File: src/rtl/mul16_pkg.sv
// Shared types and constants for the sequential 16x16 multiplier controller.
package mul16_pkg;

    localparam int unsigned PROD_W = 32;
    localparam int unsigned HALF_W = 8;
    localparam int unsigned OPER_W = 2 * HALF_W;

    localparam int unsigned SHIFT_S0 = 0;
    localparam int unsigned SHIFT_S1 = 8;
    localparam int unsigned SHIFT_S2 = 8;
    localparam int unsigned SHIFT_S3 = 16;

    typedef enum logic [1:0] {
        StIdle,
        StMul,
        StDone
    } state_e;

    function automatic logic [4:0] step_shift(input logic [1:0] step);
        logic [4:0] sh;
        unique case (step)
            2'd0:    sh = 5'(SHIFT_S0);
            2'd1:    sh = 5'(SHIFT_S1);
            2'd2:    sh = 5'(SHIFT_S2);
            default: sh = 5'(SHIFT_S3);
        endcase
        return sh;
    endfunction

endpackage

File: src/rtl/mul16_seq_ctrl_multi_8.sv
// multi_8: combinational 8x8 unsigned array multiplier core (shift-and-add rows).
module multi_8
    import mul16_pkg::*;
(
    input  logic [HALF_W-1:0]   a_i,
    input  logic [HALF_W-1:0]   b_i,
    output logic [2*HALF_W-1:0] p_o
);

    always_comb begin
        p_o = '0;
        for (int i = 0; i < HALF_W; i++) begin
            if (b_i[i]) begin
                p_o = p_o + ((2*HALF_W)'(a_i) << i);
            end
        end
    end

endmodule

File: src/rtl/mul16_seq_ctrl.sv
// Sequential 16x16 unsigned multiplier: one shared multi_8 core, four partial products.
// Define MUL16_SEQ_MAC_EN to add the in_acc port (accumulate onto the previous result).
module mul16_seq_ctrl
    import mul16_pkg::*;
#(
    parameter int unsigned TAG_W = 4
) (
    input  logic              clk,
    input  logic              rst,
    input  logic              in_valid,
    output logic              in_ready,
    input  logic [15:0]       in_a,
    input  logic [15:0]       in_b,
    input  logic [TAG_W-1:0]  in_tag,
`ifdef MUL16_SEQ_MAC_EN
    input  logic              in_acc,
`endif
    output logic              out_valid,
    input  logic              out_ready,
    output logic [31:0]       out_p,
    output logic [TAG_W-1:0]  out_tag,
    output logic              busy
);

    state_e              state_q, state_d;
    logic [1:0]          step_q, step_d;
    logic [OPER_W-1:0]   a_q, a_d, b_q, b_d;
    logic [TAG_W-1:0]    tag_q, tag_d;
    logic [PROD_W-1:0]   acc_q, acc_d;
    logic [PROD_W-1:0]   acc_base;
    logic [HALF_W-1:0]   core_a, core_b;
    logic [OPER_W-1:0]   core_p;
    logic [PROD_W-1:0]   addend;
    logic                load;

    // Step bit 0 picks the high half of a, bit 1 the high half of b.
    assign core_a = step_q[0] ? a_q[OPER_W-1:HALF_W] : a_q[HALF_W-1:0];
    assign core_b = step_q[1] ? b_q[OPER_W-1:HALF_W] : b_q[HALF_W-1:0];
    assign addend = PROD_W'(core_p) << step_shift(step_q);

    multi_8 u_core (
        .a_i (core_a),
        .b_i (core_b),
        .p_o (core_p)
    );

`ifdef MUL16_SEQ_MAC_EN
    logic [PROD_W-1:0] prev_q, prev_d;

    assign acc_base = in_acc ? prev_q : '0;
    assign prev_d   = (state_q == StMul && step_q == 2'd3) ? acc_d : prev_q;

    always_ff @(posedge clk or posedge rst) begin
        if (rst) begin
            prev_q <= '0;
        end else begin
            prev_q <= prev_d;
        end
    end
`else
    assign acc_base = '0;
`endif

    assign in_ready  = (state_q == StIdle) || (state_q == StDone && out_ready);
    assign out_valid = (state_q == StDone);
    assign busy      = (state_q == StMul);
    assign out_p     = acc_q;
    assign out_tag   = tag_q;

    always_comb begin
        state_d = state_q;
        step_d  = step_q;
        a_d     = a_q;
        b_d     = b_q;
        tag_d   = tag_q;
        acc_d   = acc_q;
        load    = 1'b0;
        unique case (state_q)
            StIdle: begin
                if (in_valid) load = 1'b1;
            end
            StMul: begin
                acc_d  = acc_q + addend;
                step_d = step_q + 2'd1;
                if (step_q == 2'd3) state_d = StDone;
            end
            StDone: begin
                if (out_ready) begin
                    state_d = StIdle;
                    if (in_valid) load = 1'b1;
                end
            end
            default: state_d = StIdle;
        endcase
        if (load) begin
            state_d = StMul;
            step_d  = 2'd0;
            a_d     = in_a;
            b_d     = in_b;
            tag_d   = in_tag;
            acc_d   = acc_base;
        end
    end

    always_ff @(posedge clk or posedge rst) begin
        if (rst) begin
            state_q <= StIdle;
            step_q  <= 2'd0;
            a_q     <= '0;
            b_q     <= '0;
            tag_q   <= '0;
            acc_q   <= '0;
        end else begin
            state_q <= state_d;
            step_q  <= step_d;
            a_q     <= a_d;
            b_q     <= b_d;
            tag_q   <= tag_d;
            acc_q   <= acc_d;
        end
    end

endmodule

File: config.mk
export PLATFORM = sky130hd
export DESIGN_NAME = mul16_seq_ctrl
export DESIGN_NICKNAME = d
export VERILOG_FILES = /design/src/rtl/mul16_pkg.sv /design/src/rtl/mul16_seq_ctrl_multi_8.sv /design/src/rtl/mul16_seq_ctrl.sv
export SDC_FILE = /design/constraint.sdc
export NUM_CORES = 1
export LEC_CHECK = 0
export CAP_MARGIN = 10
export CORE_MARGIN = 1.5
export CORE_UTILIZATION = 60
export CTS_BUF_LIST = sky130_fd_sc_hd__clkbuf_8
export DETAILED_ROUTE_END_ITERATION = 7
export GPL_TIMING_DRIVEN = 1
export PLACE_DENSITY = 0.94
export SYNTH_ARGS = -nofsm -noshare
export SYNTH_HDL_FRONTEND = slang
export SYNTH_SLANG_ARGS = --single-unit
File: constraint.sdc
create_clock -name clk -period 28.7 [get_ports clk]
set_clock_uncertainty 0.2 [all_clocks]
set_input_delay 8.61 -clock clk [delete_from_list [all_inputs] [get_ports clk]]
set_output_delay 8.61 -clock clk [all_outputs]
set_load 0.005 [all_outputs]
# After elaboration in Yosys (flattened, before gate mapping)
# Index checks and enable logic that the tools add are counted.
dict set report classes {
  addsub 9
  eq_ne 8
  n_shift 1
  n_mux 22
  reduce_logical 7
}
# cell count
set op_table {}
lappend op_table {{$mux W16} 7}
lappend op_table {{$mux W32} 2}
lappend op_table {{$add A32 B32 Y32} 1}
lappend op_table {{$shl A16 B5 Y32} 1}
lappend op_table {{$mux W8} 3}
lappend op_table {{$add A16 B10 Y16} 1}
lappend op_table {{$add A16 B11 Y16} 1}
lappend op_table {{$add A16 B12 Y16} 1}
lappend op_table {{$add A16 B13 Y16} 1}
lappend op_table {{$add A16 B14 Y16} 1}
lappend op_table {{$add A16 B15 Y16} 1}
lappend op_table {{$add A16 B9 Y16} 1}
lappend op_table {{$mux W2} 5}
lappend op_table {{$pmux W5 S2} 1}
lappend op_table {{$eq A2 B2 Y1 const B} 3}
lappend op_table {{$ne A3 B1 Y1 const B} 2}
lappend op_table {{$pmux W2 S3} 1}
lappend op_table {{$eq A2 B1 Y1 const B} 2}
lappend op_table {{$logic_not A2 Y1} 2}
lappend op_table {{$reduce_and A3 Y1} 1}
lappend op_table {{$add A2 B1 Y2 const B} 1}
lappend op_table {{$mux W1} 2}
lappend op_table {{$ne A2 B2 Y1 const B} 1}
lappend op_table {{$pmux W1 S2} 1}
lappend op_table {{other kinds (4)} 4}
dict set report word_totals {
  reg_bits 72
  out_inout_bits 39
}

# Longest topological paths before layout
# Gate-level depths: netlist of run 1.
dict set report depth {
  ltp_word 20
  ltp_mapped 65
}

# Hierarchy
# Synthesis of run 1 repeated with hierarchy kept, for this count alone.
dict set report unflattened {
  hier_cells 1052
  area_unflattened_um2 8326.7
}
# module instances cells_each area_each_um2
set by_module_without_submodules {}
lappend by_module_without_submodules {mul16_seq_ctrl 1 592 4956.0}
lappend by_module_without_submodules {multi_8 1 460 3370.7}

# Worst setup path before layout of run 1
# Ideal clock, no wire load.
dict set report synth_timing {
  path_kind {input port to output port}
  from {input out_ready}
  to {output in_ready}
  arrival_time_ns 8.849
  required_ns 19.890
  path_slack_ns 11.041
  stages 2
  path_cell_list {inv_1 a21oi_1}
}
dict set report synth_via {
  elab_chain_cells 2
}
# element line_no
set synth_rtl {}
lappend synth_rtl {{from (decl)} mul16_seq_ctrl.sv:19} ;# input logic out_ready,
lappend synth_rtl {{$logic_and A1 B1 Y1} mul16_seq_ctrl.sv:64} ;# assign in_ready = (state_q == StIdle) || (state_q == StDone && out_ready);
lappend synth_rtl {{$logic_or A1 B1 Y1} mul16_seq_ctrl.sv:64}
lappend synth_rtl {{to (decl)} mul16_seq_ctrl.sv:11} ;# output logic in_ready,
# Every way passes these cells.

# Final worst setup path of run 1
# Ends and elaborated chain as after synthesis.

==> qor.txt, run 1 <==
status -> finished with violations
violated checks -> DRC
Post-synth top cells -> nand2_1, ha_1, a21oi_1, o21ai_0, dfrtp_1
initial antenna violation count -> 0
top cells by area, synth -> dfrtp_1, ha_1, nand2_1
via count -> 7918
Cells after Synth -> 1009
Synth Register Bits -> 72
Clock Pin Slew Worst Setup and Hold Paths -> 90 ps
CP required -> 19890 ps
H-tree Lvls -> 3
worst skew pair latency -> 400 ps
Main synth FF type -> dfrtp_1
worst reg2reg path startpoint -> step_q[1]
cell taking the most area after synthesis -> dfrtp_1
Critical Path, Cell by Cell -> clkdlybuf4s50_1 -> inv_1 -> a21oi_1 -> clkdlybuf4s50_1
antenna cell count -> 0
Distinct cells, synth -> 81
R2R Path End -> out_p[31]
Synth Net Count -> 1141
number of vias per cell -> 6.35
max-cap violation count -> 0
Inserted Clock Buffers -> 9
placed cells -> 1230
CP bufs+invs -> 3
Worst Reg-to-Reg Cells -> 61
TritonCTS clock tree -> done
Tightest Hold Check Type -> register to register
crit path kind -> input pin to primary output
r2r setup slk -> 14660 ps
final non-filler cell area -> 9040 sq um
Iteration-0 DRC Markers -> 846
share of layout cells above drive strength 1 -> 0.0764
Post-synth EDFFs -> 0
Post-DP Area -> 8810 sq um
total track usage -> 0.320
worst path arrival time -> 9910 ps
Die Area -> 14000 sq um
Rows -> 41
Die X -> 118 um
post-route ant nets -> 0
clock sink count -> 72
number of global-route vias before repair -> 7738
measured slew at the worst slew-check pin -> 1160 ps
DP HPWL -> 15.8 mm
fin cells -> 1246
CP max-delay cell -> clkdlybuf4s50_1
CP startpoint kind -> input pin
Seq/Total Area, Yosys -> 0.226
Fillers -> 942
fin nets -> 1201
Final Max Tran Viols -> 0
worst hold path depth -> 2
# port buffers -> 78
largest net degree at the start of global routing -> 73
area share of the leading cell type in the synthesized netlist -> 0.226
crit path time final -> 18720 ps
crit share post-route -> 0.652
count leader, synth -> nand2_1
drt pass-1 iters -> 8
final wirelength -> 21.8 mm
CORE AREA -> 12800 sq um
Post-Syn Area -> 7970 sq um
area grow syn2layout -> 13.5%
Starting Density -> 0.624
Placer Congestion -> 0.977
Slew headroom -> 0.226
Remaining Overflow, GRT -> 0
Setup TNS -> 0 ps
Critical Path Sink -> in_ready
postcts setup bufs -> 0
yosys warns -> 0
Die Height -> 118 um
DRC -> 1
WL per Instance -> 17.5 um
hold_buf cts -> 0
CP endpoint kind -> primary output
clk buf depth -> 2
unrepaired setup endpoints after global routing -> false
crit-path max FO -> 3
first-pass GRT wire length -> 36.5 mm
Mean Syn Cell Area -> 7.90 sq um
CP top delay family -> buffers and inverters
cts repair resizes -> 0
ys async rst share -> 1.00
clk root buf -> clkbuf_8
Setup violations, final -> 0
I/O pins -> 79
Final Hold Vio Count -> 0
CP startpoint -> out_ready
Top cell by count, worst path -> clkdlybuf4s50_1
count of cell instances traversed by the critical path -> 4
Crit path largest cell delay -> 560 ps
max frequency -> 53.4 MHz
-- stage by stage --
| step | worst slack (ps) | util | hold WS [ps] |
|---|---|---|---|
| floorplan | 11040 | - | 240 |
| global placement | 10020 | 0.690 | 255 |
| detailed placement | 9980 | 0.690 | 272 |
| CTS | 9980 | 0.708 | 294 |
| global route | 9910 | 0.708 | 310 |
| finish | 9980 | 0.708 | 288 |
-- worst register-to-register path, delay by kind of cell (launching register included) --
kind | cells | cell delay [ps]
mux | 2 | 730
buf+inv | 2 | 190
xor+xnor | 7 | 1180
simple gates | 22 | 4090
flops | 1 | 940
compound gates | 19 | 3860
fa+ha+maj | 9 | 2710
-- flip-flops by register name, indices dropped and copies added (netlist names) --
name / cells
out_tag: 4
step_q: 2
out_p: 32
state_q: 2
a_q: 16
b_q: 16
-- layout make-up --
cell class	count	area, sq um	area share
Timing Repair Buffer	85	833	0.0921
Sequential cell	72	1800	0.199
Multi-Input combinational cell	859	5790	0.640
Clock buffer	9	124	0.0137
Clock inverter	7	108	0.0119
Inverter	42	176	0.0195
Tap cell	172	215	0.0238
-- worst min path at each step --
stage,startpoint,endpoint
2_1_floorplan,a_q[10],a_q[10]
3_3_place_gp,a_q[0],a_q[0]
3_5_place_dp,a_q[10],a_q[10]
4_1_cts,a_q[6],a_q[6]
5_1_grt,out_tag[1],out_tag[1]
6_report,out_tag[3],out_tag[3]
-- layer usage --
layer / global-route usage / vias to the layer above / wire (um)
li1: - / 3711 / -
met1: 0.415 / 3731 / 8970
met2: 0.525 / 403 / 10200
met3: 0.0497 / 73 / 1880
met4: 0.148 / 0 / 754
met5: 0 / - / 0
-- cells by family (layout without fill, tap and decap cells) --
family                     count (synthesis)  count (layout)  share of synthesized area
AOI/OAI and AO/OA                        276             276                      0.222
xor gates and xnor gates                  62              62                     0.0682
adders and majority gates                 92              92                      0.150
buffers and inverters                     78             143                     0.0481
DFF                                       72              72                      0.226
muxes                                     40              40                     0.0580
and+or+nand+nor                          389             389                      0.228
-- placed cells by master, fill, tap and decap left out, types with 17 or more instances in the layout --
cell type	count
nand2_1	178
xnor2_1	36
xor2_1	26
mux2i_1	20
inv_1	39
a21oi_1	80
clkdlybuf4s50_1	78
ha_1	86
nand3_1	47
dfrtp_1	72
o21ai_0	76
a21o_1	23
nor3_1	17
nor2_1	57
Power of run 1 is left out: the tool's default activity adds up to more than one toggle a clock period on the data nets, which glitch-free logic cannot reach.
==> run 2, diff against run 1 <==
CORE_UTILIZATION = 55   (was 60)
PLACE_DENSITY = 0.91   (was 0.94)
clock period = 16.1 ns   (was 28.7 ns; I/O delays follow)
==> qor.txt, run 2 (synthesis results as in run 1) <==
status -> finished clean (was finished with violations)
first-pass GRT wire length -> 35.6 mm (was 36.5 mm)
hold_buf cts -> 0 (unchanged)
initial antenna violation count -> 0 (unchanged)
final wirelength -> 21.3 mm (was 21.8 mm)
largest net degree at the start of global routing -> 73 (unchanged)
post-route ant nets -> 0 (unchanged)
Die Area -> 15200 sq um (was 14000 sq um)
crit share post-route -> 0.844
Final Max Tran Viols -> 0 (unchanged)
Rows -> 43 (was 41)
Starting Density -> 0.569 (was 0.624)
CP startpoint kind -> register (was input pin)
Clock Pin Slew Worst Setup and Hold Paths -> 90 ps (about the same)
CP required -> 16140 ps (was 19890 ps)
measured slew at the worst slew-check pin -> 1170 ps (was 1160 ps)
TritonCTS clock tree -> done (unchanged)
WL per Instance -> 17.0 um (was 17.5 um)
area grow syn2layout -> 13.3% (was 13.5%)
clock sink count -> 72 (unchanged)
most frequent cells in the layout -> nand2_1, ha_1, a21oi_1 (unchanged)
H-tree Lvls -> 3 (unchanged)
crit path time final -> 13590 ps
worst path arrival time -> 13630 ps (was 9910 ps)
Remaining Overflow, GRT -> 0 (unchanged)
CP endpoint kind -> register (was primary output)
commonest non-fill, non-tap cell in the layout -> nand2_1 (unchanged)
number of global-route vias before repair -> 7436 (was 7738)
Final Hold Vio Count -> 0 (unchanged)
clk buf depth -> 2 (unchanged)
total track usage -> 0.295 (was 0.320)
fin nets -> 1202 (was 1201)
Placer Congestion -> 1.00 (was 0.977)
antenna cell count -> 0 (unchanged)
Die X -> 123 um (was 118 um)
Setup violations, final -> 0 (unchanged)
CORE AREA -> 14000 sq um (was 12800 sq um)
DP HPWL -> 15.9 mm (was 15.8 mm)
Die Height -> 123 um (was 118 um)
Top cell by count, worst path -> ha_1 (was clkdlybuf4s50_1)
GR met1 Demand/Resource -> 0.389 (was 0.415)
number of flip-flops in the largest register -> 32 (unchanged)
Iteration-0 DRC Markers -> 779 (was 846)
clk root buf -> clkbuf_8 (unchanged)
DRC -> 0 (was 1)
crit-path max FO -> 17 (was 3)
crit path kind -> register to register (was input pin to primary output)
CP max-delay cell -> dfrtp_1 (was clkdlybuf4s50_1)
postcts setup bufs -> 0 (unchanged)
Inserted Clock Buffers -> 9 (unchanged)
cts repair resizes -> 0 (unchanged)
via count -> 7756 (was 7918)
GR peak layer -> met2 (unchanged)
Place WS -> 2820 ps (was 9980 ps)
Tightest Hold Check Type -> register to register (unchanged)
I/O pins -> 79 (unchanged)
met2 global-route usage -> 0.488 (was 0.525)
max-cap violation count -> 0 (unchanged)
share of layout cells above drive strength 1 -> 0.0763 (was 0.0764)
grt met3 use -> 0.0438 (was 0.0497)
Slew headroom -> 0.197 (was 0.226)
number of vias per cell -> 6.18 (was 6.35)
Setup TNS -> 0 ps (unchanged)
Crit path largest cell delay -> 840 ps (was 560 ps)
Final Worst Setup Slack -> 2510 ps (was 9980 ps)
worst skew pair latency -> 370 ps (was 400 ps)
drt pass-1 iters -> 5 (was 8)
max frequency -> 73.6 MHz
unrepaired setup endpoints after global routing -> false (unchanged)
# port buffers -> 78 (unchanged)
==> run 2: cell count changes in the layout (fill, tap and decap cells not counted), sizes merged <==
cell / delta
bufinv: -1
buf: +1
inv: -2
clkinv: +3
==> run 2: cell type report <==
| class | count | area [sq um] |
|---|---|---|
| multi-input cells | 859 | 5790 |
| inverters | 42 | 176 |
| clock buffers | 9 | 124 |
| flip-flops and latches | 72 | 1800 |
| fillers | 1126 | 4960 |
| clock inverters | 7 | 72.6 |
| well taps | 180 | 225 |
| repair buffers | 86 | 841 |
==> run 2: metrics by stage <==
stage	hold WS [ps]	area, sq um	cells	utilization
global route	305	9030	1255	0.645
finish	285	9030	1255	0.645
CTS	288	9030	1255	0.645
detailed placement	263	8830	1239	0.631
global placement	255	8830	1239	0.631
floorplan	240	7970	1009	-
==> run 2: worst paths after layout <==
path | startpoint | end | slack (ps) | cells after the start
worst min-delay path | out_tag[2] | out_tag[2] | 280 | 2
worst max-delay path | step_q[1] | out_p[30] | 2510 | 55
worst max register to register | step_q[1] | out_p[30] | 2510 | 55
max in group asynchronous | rst | out_p[28] | 10270 | 3
worst min register to register | out_tag[2] | out_tag[2] | 280 | 2
min in group asynchronous | rst | b_q[15] | 4860 | 3
==> run 2: routing by layer <==
layer,wire length (um),vias up
met5,0,-
met4,699,0
met3,1410,62
met2,9670,312
met1,9500,3672
li1,-,3710
==> run 2: critical path: cells and delay by family (launching register included) <==
kind | cells | cell delay (ps)
muxes | 2 | 700
DFF | 1 | 840
buffers and inverters | 1 | 150
adders and majority gates | 9 | 2780
xor gates and xnor gates | 4 | 530
AOI/OAI and AO/OA | 23 | 5260
and+or+nand+nor | 16 | 2990
Power of run 2 is left out for the same reason.
==> run 3, diff against run 2 <==
CORE_UTILIZATION = 60   (was 55)
PLACE_DENSITY = 0.94   (was 0.91)
clock period = 14.1 ns   (was 16.1 ns; I/O delays follow)
==> qor.txt, run 3 (synthesis results as in run 1) <==
initial antenna violation count -> 0 (unchanged)
crit share post-route -> 0.939 (was 0.844)
Starting Density -> 0.624 (was 0.569)
share of layout cells above drive strength 1 -> 0.0799 (was 0.0763)
clk root buf -> clkbuf_8 (unchanged)
Setup violations, final -> 0 (unchanged)
number of vias per cell -> 6.32 (was 6.18)
Final Hold Vio Count -> 0 (unchanged)
placed cells -> 1231 (was 1239)
CP startpoint kind -> register (unchanged)
total track usage -> 0.321 (was 0.295)
commonest non-fill, non-tap cell in the layout -> nand2_1 (unchanged)
worst hold path depth -> 2 (unchanged)
worst reg2reg path startpoint -> step_q[1] (unchanged)
DRC -> 0 (unchanged)
Die X -> 118 um (was 123 um)
Slew headroom -> 0.256 (was 0.197)
Die Area -> 14000 sq um (was 15200 sq um)
DP HPWL -> 16.5 mm (was 15.9 mm)
Inserted Clock Buffers -> 9 (unchanged)
R2R Path End -> out_p[30] (unchanged)
crit-path max FO -> 17 (unchanged)
Final Max Tran Viols -> 0 (unchanged)
Die Height -> 118 um (was 123 um)
worst path arrival time -> 13280 ps (was 13630 ps)
WL per Instance -> 17.9 um (was 17.0 um)
Crit path largest cell delay -> 590 ps (was 840 ps)
Fillers -> 969 (was 1126)
Remaining Overflow, GRT -> 0 (unchanged)
Tightest Hold Check Type -> register to register (unchanged)
via count -> 7891 (was 7756)
most frequent cells in the layout -> nand2_1, ha_1, a21oi_1 (unchanged)
final wirelength -> 22.4 mm (was 21.3 mm)
drt pass-1 iters -> 6 (was 5)
first-pass GRT wire length -> 36.8 mm (was 35.6 mm)
max frequency -> 75.5 MHz (was 73.6 MHz)
Worst Reg-to-Reg Cells -> 58 (was 55)
crit path kind -> register to register (unchanged)
final non-filler cell area -> 9060 sq um (was 9030 sq um)
CP max-delay cell -> dfrtp_4 (was dfrtp_1)
Iteration-0 DRC Markers -> 800 (was 779)
Setup TNS -> 0 ps (unchanged)
footprint of the multi-input gates -> 5790 sq um (about the same)
fin nets -> 1204 (was 1202)
H-tree Lvls -> 3 (unchanged)
area grow syn2layout -> 13.7% (was 13.3%)
unrepaired setup endpoints after global routing -> false (unchanged)
CORE AREA -> 12800 sq um (was 14000 sq um)
TritonCTS clock tree -> done (unchanged)
Reg area -> 1810 sq um (was 1800 sq um)
largest net degree at the start of global routing -> 73 (unchanged)
measured slew at the worst slew-check pin -> 1080 ps (was 1170 ps)
Placer Congestion -> 0.957 (was 1.00)
post-route ant nets -> 0 (unchanged)
crit path time final -> 13250 ps (was 13590 ps)
CP required -> 14130 ps (was 16140 ps)
Rows -> 41 (was 43)
worst hold start -> a_q[15] (was out_tag[2])
I/O pins -> 79 (unchanged)
worst hold endpoint -> a_q[15] (was out_tag[2])
fin cells -> 1249 (was 1255)
Clock Pin Slew Worst Setup and Hold Paths -> 90 ps (about the same)
antenna cell count -> 0 (unchanged)
r2r setup slk -> 850 ps (was 2510 ps)
clk buf depth -> 2 (unchanged)
max-cap violation count -> 0 (unchanged)
worst skew pair latency -> 370 ps (about the same)
Post-DP Area -> 8820 sq um (was 8830 sq um)
# port buffers -> 78 (unchanged)
clock sink count -> 72 (unchanged)
CP endpoint kind -> register (unchanged)
number of global-route vias before repair -> 7656 (was 7436)
status -> finished clean (unchanged)
hold_buf cts -> 0 (unchanged)
final core occ -> 0.709 (was 0.645)
number of flip-flops in the largest register -> 32 (unchanged)
[run 3: critical path, delay by kind of cell, from the launching register on]
kind / cells / cell delay, ps
AO/OA/AOI/OAI: 20 / 4640
XOR/XNOR: 10 / 1670
adder cells (fa/ha/maj): 8 / 2280
buffers and inverters: 1 / 90
flip-flops: 1 / 590
multiplexers: 1 / 480
AND/OR/NAND/NOR: 18 / 3140
[run 3: final cells by class]
cell class | instances | area share
multi-input combinational | 859 | 0.639
sequential | 72 | 0.199
timing repair buffer | 88 | 0.0945
tap | 172 | 0.0238
inverter | 42 | 0.0195
clock buffer | 9 | 0.0137
clock inverter | 7 | 0.0104
[run 3: stage by stage]
stage	hold slack [ps]	setup slack [ps]
6_report	284	853
5_1_grt	308	4.25
4_1_cts	284	662
3_5_place_dp	263	829
3_3_place_gp	259	1090
2_1_floorplan	240	2260
[run 3: worst max-delay path by stage]
| stage | start | endpoint | slack (ps) | cells past startpoint |
|---|---|---|---|---|
| final | step_q[1] | out_p[30] | 850 | 58 |
| after global routing | step_q[1] | out_p[30] | 4 | 62 |
| after CTS | step_q[1] | out_p[30] | 660 | 58 |
| after detailed placement | step_q[0] | out_p[30] | 830 | 55 |
| after global placement | step_q[1] | out_p[30] | 1090 | 62 |
| after floorplan | step_q[0] | out_p[30] | 2260 | 58 |
[run 3: routing by layer]
| metal | vias up | wire length [um] | track usage |
|---|---|---|---|
| met5 | - | 0 | 0 |
| met4 | 0 | 699 | 0.124 |
| met3 | 67 | 1890 | 0.0589 |
| met2 | 394 | 10500 | 0.534 |
| met1 | 3706 | 9360 | 0.414 |
| li1 | 3724 | - | - |
[run 3: timing repair]
item                                    4_1_cts  5_1_grt
buffers inserted                              0        2
endpoints found under the setup margin        0        4
resized for setup                             0        5
Power of run 3 is left out for the same reason.
